$ cat src/rtl/sword_arbiter.sv
// Round-robin single-owner arbiter: IDLE -> HOLD -> COOLDOWN, all outputs registered.
// Optional hold timeout enabled by defining SWORD_ARB_TIMEOUT_EN.
module sword_arbiter #(
    parameter int NUM_PLAYERS = 4,
    parameter int HOLD_MAX    = 15
) (
    input  logic                           clk,
    input  logic                           reset,
    input  logic [NUM_PLAYERS-1:0]         req,
    input  logic [NUM_PLAYERS-1:0]         rel,
    output logic [NUM_PLAYERS-1:0]         grant,
    output logic                           v,
    output logic [$clog2(NUM_PLAYERS)-1:0] owner,
    output logic                           timeout
);
    localparam int IW = $clog2(NUM_PLAYERS);

    if (NUM_PLAYERS != 4 || HOLD_MAX < 1 || HOLD_MAX > 15) begin : g_param_check
        $error("sword_arbiter: NUM_PLAYERS must be 4 and HOLD_MAX 1..15");
    end

    typedef enum logic [1:0] {IDLE, HOLD, COOLDOWN} state_t;

    state_t                 state, state_nxt;
    logic [IW-1:0]          ptr, ptr_nxt, owner_nxt, winner, idx;
    logic [NUM_PLAYERS-1:0] grant_nxt;
    logic                   v_nxt, found, vol_end, tmo_hit;
    logic [3:0]             hold_cnt, hold_cnt_nxt;
`ifdef SWORD_ARB_TIMEOUT_EN
    logic                   timeout_nxt;
`endif

    // First requester at or after ptr; the 2-bit index wraps 3 -> 0 naturally.
    always_comb begin
        winner = ptr;
        found  = 1'b0;
        idx    = ptr;
        for (int i = 0; i < NUM_PLAYERS; i++) begin
            idx = ptr + IW'(i);
            if (!found && req[idx]) begin
                winner = idx;
                found  = 1'b1;
            end
        end
    end

    always_comb begin
        state_nxt    = state;
        grant_nxt    = grant;
        v_nxt        = v;
        owner_nxt    = owner;
        ptr_nxt      = ptr;
        hold_cnt_nxt = hold_cnt;
        // Release beats a still-asserted request.
        vol_end      = rel[owner] | ~req[owner];
`ifdef SWORD_ARB_TIMEOUT_EN
        tmo_hit      = (hold_cnt == 4'(HOLD_MAX - 1));
        timeout_nxt  = 1'b0;
`else
        tmo_hit      = 1'b0;
`endif
        case (state)
            IDLE: begin
                if (found) begin
                    state_nxt         = HOLD;
                    grant_nxt         = '0;
                    grant_nxt[winner] = 1'b1;
                    v_nxt             = 1'b1;
                    owner_nxt         = winner;
                    hold_cnt_nxt      = 4'd0;
                end
            end
            HOLD: begin
                if (vol_end || tmo_hit) begin
                    state_nxt = COOLDOWN;
                    grant_nxt = '0;
                    v_nxt     = 1'b0;
                    ptr_nxt   = owner + IW'(1);
`ifdef SWORD_ARB_TIMEOUT_EN
                    // Pulse only when the hold was forced to end.
                    timeout_nxt = tmo_hit & ~vol_end;
`endif
                end else if (hold_cnt != 4'hF) begin
                    hold_cnt_nxt = hold_cnt + 4'd1;
                end
            end
            COOLDOWN: state_nxt = IDLE;
            default:  state_nxt = IDLE;
        endcase
    end

    always_ff @(posedge clk or posedge reset) begin
        if (reset) begin
            state    <= IDLE;
            grant    <= '0;
            v        <= 1'b0;
            owner    <= '0;
            ptr      <= '0;
            hold_cnt <= 4'd0;
        end else begin
            state    <= state_nxt;
            grant    <= grant_nxt;
            v        <= v_nxt;
            owner    <= owner_nxt;
            ptr      <= ptr_nxt;
            hold_cnt <= hold_cnt_nxt;
        end
    end

`ifdef SWORD_ARB_TIMEOUT_EN
    always_ff @(posedge clk or posedge reset) begin
        if (reset) timeout <= 1'b0;
        else       timeout <= timeout_nxt;
    end
`else
    assign timeout = 1'b0;
`endif

endmodule
$ cat config.mk
export PLATFORM = sky130hd
export DESIGN_NAME = sword_arbiter
export DESIGN_NICKNAME = d
export VERILOG_FILES = /design/src/rtl/sword_arbiter.sv
export SDC_FILE = /design/constraint.sdc
export NUM_CORES = 1
export LEC_CHECK = 0
export BUFFER_PORTS_ARGS = -buffer_cell sky130_fd_sc_hd__buf_4
export CAP_MARGIN = 20
export CORE_MARGIN = 2
export CORE_UTILIZATION = 40
export CTS_CLUSTER_SIZE = 30
export DETAILED_ROUTE_END_ITERATION = 7
export PLACE_DENSITY_LB_ADDON = 0.05
export SYNTH_ARGS = -nofsm -noshare
export SYNTH_HDL_FRONTEND = slang
export SYNTH_SLANG_ARGS = --single-unit
$ cat constraint.sdc
create_clock -name clk -period 2.1 [get_ports clk]
set_clock_uncertainty 0.15 [all_clocks]
set_input_delay 0.105 -clock clk [delete_from_list [all_inputs] [get_ports clk]]
set_output_delay 0.105 -clock clk [all_outputs]
set_load 0.1 [all_outputs]
# --- Word-level counts from Yosys, hierarchy flattened ---
# Index checks and enable logic that the tools add are counted.
# Widths: inputs -> output; s select.
totals:
  reg_bits: 11
  in_bits: 10
  output_inout_bits: 8
  elab_cells: 64
classes:
  add_sub_neg: 4
  n_lt_le_gt_ge: 7
  n_eq_ne: 3
  mux: 30
  bitwise: 2
  reduce_logical: 13
op_table:
  columns: ["op", "n"]
  rows:
  - ["$lt 2x3->1 const B", 6]
  - ["$mux 1", 13]
  - ["$bmux 1 s2", 6]
  - ["$mux 2", 5]
  - ["$mux 4", 2]
  - ["$pmux 4 s2", 1]
  - ["$reduce_and 2->1", 3]
  - ["$add 2x1->2 const B", 2]
  - ["$add 2x2->2 const B", 2]
  - ["$logic_and 1x1->1", 4]
  - ["$ne 2x2->1 const B", 2]
  - ["$pmux 2 s2", 1]
  - ["$logic_not 1->1", 3]
  - ["$reduce_and 3->1", 1]
  - ["$demux 1 s2", 1]
  - ["$eq 2x1->1 const B", 1]
  - ["$ge 2x1->1 const B", 1]
  - ["$logic_not 2->1", 1]
  - ["$pmux 1 s2", 1]
  - ["$reduce_bool 2->1", 1]
  - ["$not 1->1", 1]
  - ["$or 1x1->1", 1]

# --- Logic depth before layout (Yosys ltp) ---
logic_depth:
  word_depth: 18
  ltp_mapped: 5
  mapped_depth_nobuf: 5

# --- Worst setup path after synthesis ---
# No wires, ideal clock.
synth_timing:
  kind: "reg2reg"
  startpoint: "register owner[1]"
  endpoint: "register ptr[0]"
  setup_ps: 95
  t_arrival_ps: 1945
  required_ps: 1855
  path_slack_ps: -90
  stages_incl_launch_ff: 6
  n_path_buf: 0
  period_less_slack_ps: 2190
  path_cell_list: "dfrtp_1 -> and4bb_1 -> nor4_2 -> nand3b_1 -> clkinv_2 -> mux2i_1"
synth_between:
  elab_chain_cells: 5
  elab_cells_between_ends: 7
  cone_classes: "mux: 4; bitwise: 2; reduce/logical: 1"
synth_rtl:
  columns: ["element", "line", "rtl"]
  rows:
  - ["start: declaration", "13", "output logic [$clog2(NUM_PLAYERS)-1:0] owner,"]
  - ["start signal: assignment", "104", "owner <= owner_nxt;"]
  - ["$bmux 1 s2", "55", "vol_end = rel[owner] | ~req[owner];"]
  - ["$mux 1 (implied by the code)", "55", null]
  - ["$not 1->1", "55", null]
  - ["$or 1x1->1 *", "55", null]
  - ["$reduce_and 2->1 (no source line) *", null, null]
  - ["end signal: assignment", "105", "ptr <= ptr_nxt;"]
  - ["end: declaration", "25", "logic [IW-1:0] ptr, ptr_nxt, owner_nxt, winner, idx;"]
# Every way passes the cells marked *; elsewhere a longest branch is shown, timed or not. The select of a mux whose other input is x is not followed.
# A chain may end at the register's enable or synchronous reset.

# --- Worst setup path after layout ---
layout_timing:
  startpoint: "register owner[0]"
  endpoint: "register ptr[0]"
layout_between:
  elab_chain_cells: 5
  elab_cells_between_ends: 8
  cone_classes: "add/sub: 1; mux: 4; bitwise: 2; reduce/logical: 1"
layout_rtl:
  columns: ["element", "line"]
  rows:
  - ["$bmux 1 s2", "55"]
  - ["$mux 1 (implied by the code)", "55"]
  - ["$not 1->1", "55"]
  - ["$or 1x1->1", "55"]
  - ["$reduce_and 2->1 (no source line)", null]
# Parallel ways exist; a longest one is shown, timed or not. The select of a mux whose other input is x is not followed.

==> run metrics <==
post-CTS clock slew at the launch and capture registers of the worst setup and hold paths=approximately 0.07 ns; fillcell total=186; Die Y=about 47 um; overflow left after global routing=0; crit end category=flip-flop; detailed router's first-iteration violation count=5; Top FF cell, synth=dfrtp_1; initial antenna violation count=0; gate count of the mapped netlist=88; total number of vias=between 600 and 700; x dimension of the die=46.9 um; Root Buffer=clkbuf_4; vias per cell=around 5.5; quantity of gates resized following cts=0; hold path endpoint=state[0]; accumulated negative setup slack=0 ns; pin count of the biggest net entering global routing=16; area of the multi-input gates=a little over 400 um^2; reg2reg start=owner[0]; Data arrival, critical path=roughly 1.8 ns; number of warnings reported in the yosys synthesis log=0; outcome=finished clean; worst hold-check slack=approximately 0.14 ns; Num Clock Sinks=11; Tmin final=~1.7 ns; capture point of the worst reg-to-reg path=ptr[0]; global-route wire length before repair=2970 um; core box area=between 1500 and 2000 um^2; insertion delay to the later sink of the worst-skew pair=0.27 ns; via count of the first global-routing pass=roughly 640; synthesis-to-finish area growth=21.6%; Max Transition Viols Final=0; PwrDens=around 1600 nW/um^2; final layout net count=between 100 and 150; count of unique library cells instantiated by Yosys=35; slowest CP cell=dfrtp_2; logic depth of the worst register-to-register path=5; share of layout cells above drive strength 1=0.225; number of CTS-inserted buffers=3; Worst Path Required=approximately 2.1 ns; Power Total=around 1400 uW; worst-path maximum fanout=8; Initial Utilization=0.426; number of remaining DRC errors=0; source of the worst hold timing path=rel[0]; min-delay worst type=input port to flip-flop; # IOs=18; net count of the mapped netlist=98; EDFF count, synth=0; sequential standard cell area=278 um^2; aggregate global-route resource usage=0.192; cells along the critical path=and4b_1, nor4_2, nand3b_1, clkinv_2, mux2i_1; maximum frequency from static timing analysis=582 MHz; routability cong.=around 0.84; final core utilization=0.518; proportion of register bits with asynchronous set or reset after synthesis=1.00; leakage power of the design=~0.00038 uW; netlist area before placement=about 740 um^2; DRT antenna net count=0; CTS tree=yes; instance count along the most critical hold path=4; CTS H-tree depth=1; Synth Area per Inst=8.36 um^2; setup violators final=0; buffer depth of the longest clock path=2; WS Path Type=flip-flop to flip-flop; final critical-path share of the clock period=0.818; largest voltage drop on the vdd net=~0.00081 V; Die Outline Area=2200 um^2; HPWL after detailed placement=between 1000 and 1500 um; detailed-route wire length=1790 um; ANT cells=0; register-to-register setup slack=0.38 ns; Rows=15; type of origin of the critical path=flip-flop; number of port buffers=16; delay of the slowest critical-path stage=approximately 0.46 ns; FF+latch count, synth=11; WL/cell=14.1 um; count of endpoints failing hold in the final timing report=0; sequential element share of the synthesized area=0.374; unrepaired setup endpoints after global routing=no; number of maximum-capacitance constraint violations=0; length of the first detailed-routing pass in iterations=4
sequential cells by signal (all words and copies together) (netlist names):
name / count
grant: 4
owner: 2
ptr: 2
state: 2
v: 1
kinds of logic (layout without fill, tap and decap cells):
| family | Yosys count | count (layout) | synth area share |
|---|---|---|---|
| other cells | 1 | 1 | 0.00510 |
| flops | 11 | 11 | 0.374 |
| buf+inv | 12 | 26 | 0.0697 |
| compound gates | 28 | 28 | 0.247 |
| xor+xnor | 1 | 1 | 0.0119 |
| simple gates | 33 | 33 | 0.265 |
| mux | 2 | 2 | 0.0272 |
through the flow:
step	worst slack [ns]	std cells	cell area (um^2)
after global placement	0.421	122	858
after global routing	0.184	127	895
after CTS	0.383	127	895
final	0.382	127	895
after floorplan	0.216	88	738
after detailed placement	0.402	122	858
routing by layer:
metal / track usage / routed length, um / vias up
met3: 0.0577 / 122 / 0
met1: 0.268 / 871 / 318
met4: 0.0333 / 0 / 0
met2: 0.299 / 796 / 24
li1: - / - / 351
met5: 0 / 0 / -
cell usage after synthesis (2+ instances only):
cell type	count	area, um^2
a21oi_1	9	45.0
nand2_1	8	30.0
clkbuf_1	5	18.8
o21ai_0	5	25.0
a31o_1	2	17.5
nor2_1	5	18.8
o22ai_1	2	12.5
nor3_1	2	10.0
o311ai_0	2	17.5
nand2b_1	5	31.3
o211ai_1	2	15.0
nor2b_1	5	31.3
inv_1	3	11.3
mux2i_1	2	20.0
dfrtp_1	11	275
power by group:
group	internal [uW]	switching [uW]
combinational	246	635
clock	73.5	68.4
sequential	308	116
worst max path at each step:
| stage | start | endpoint | slack, ns | cells past startpoint |
|---|---|---|---|---|
| 4_1_cts | owner[0] | ptr[0] | 0.38 | 5 |
| 3_5_place_dp | owner[0] | ptr[0] | 0.40 | 5 |
| 5_1_grt | owner[0] | ptr[1] | 0.18 | 5 |
| 2_1_floorplan | owner[1] | ptr[0] | 0.22 | 5 |
| 6_report | owner[0] | ptr[0] | 0.38 | 5 |
| 3_3_place_gp | ptr[0] | grant[1] | 0.42 | 4 |
cell type report:
cell class,count,area share
inverter,5,0.0224
sequential,11,0.310
multi-input combinational,65,0.457
tap,25,0.0350
clock buffer,4,0.0294
timing repair buffer,17,0.145
cell usage in the layout (no fill, tap or decap), types with 2 or more instances in the layout:
cell	instances
a21oi_1	9
nor3_1	2
nor2b_1	5
buf_4	16
o211ai_1	2
nand2_1	8
dfrtp_1	9
inv_1	3
nor2_1	5
o21ai_0	5
clkbuf_4	3
a31o_1	2
o22ai_1	2
o311ai_0	2
dfrtp_2	2
nand2b_1	5
mux2i_1	2
critical path: cells and delay by family (launching register included):
kind,cells,cell delay [ns]
buffers and inverters,1,0.14
AND/OR/NAND/NOR,3,0.72
flip-flops,1,0.46
multiplexers,1,0.18
what timing repair did:
| action | CTS | global route |
|---|---|---|
| endpoints found under the hold margin | 11 | 0 |
| buffers inserted | 0 | 0 |
| hold buffers | 1 | 0 |
Note: power is estimated with default switching activity, not from simulation.
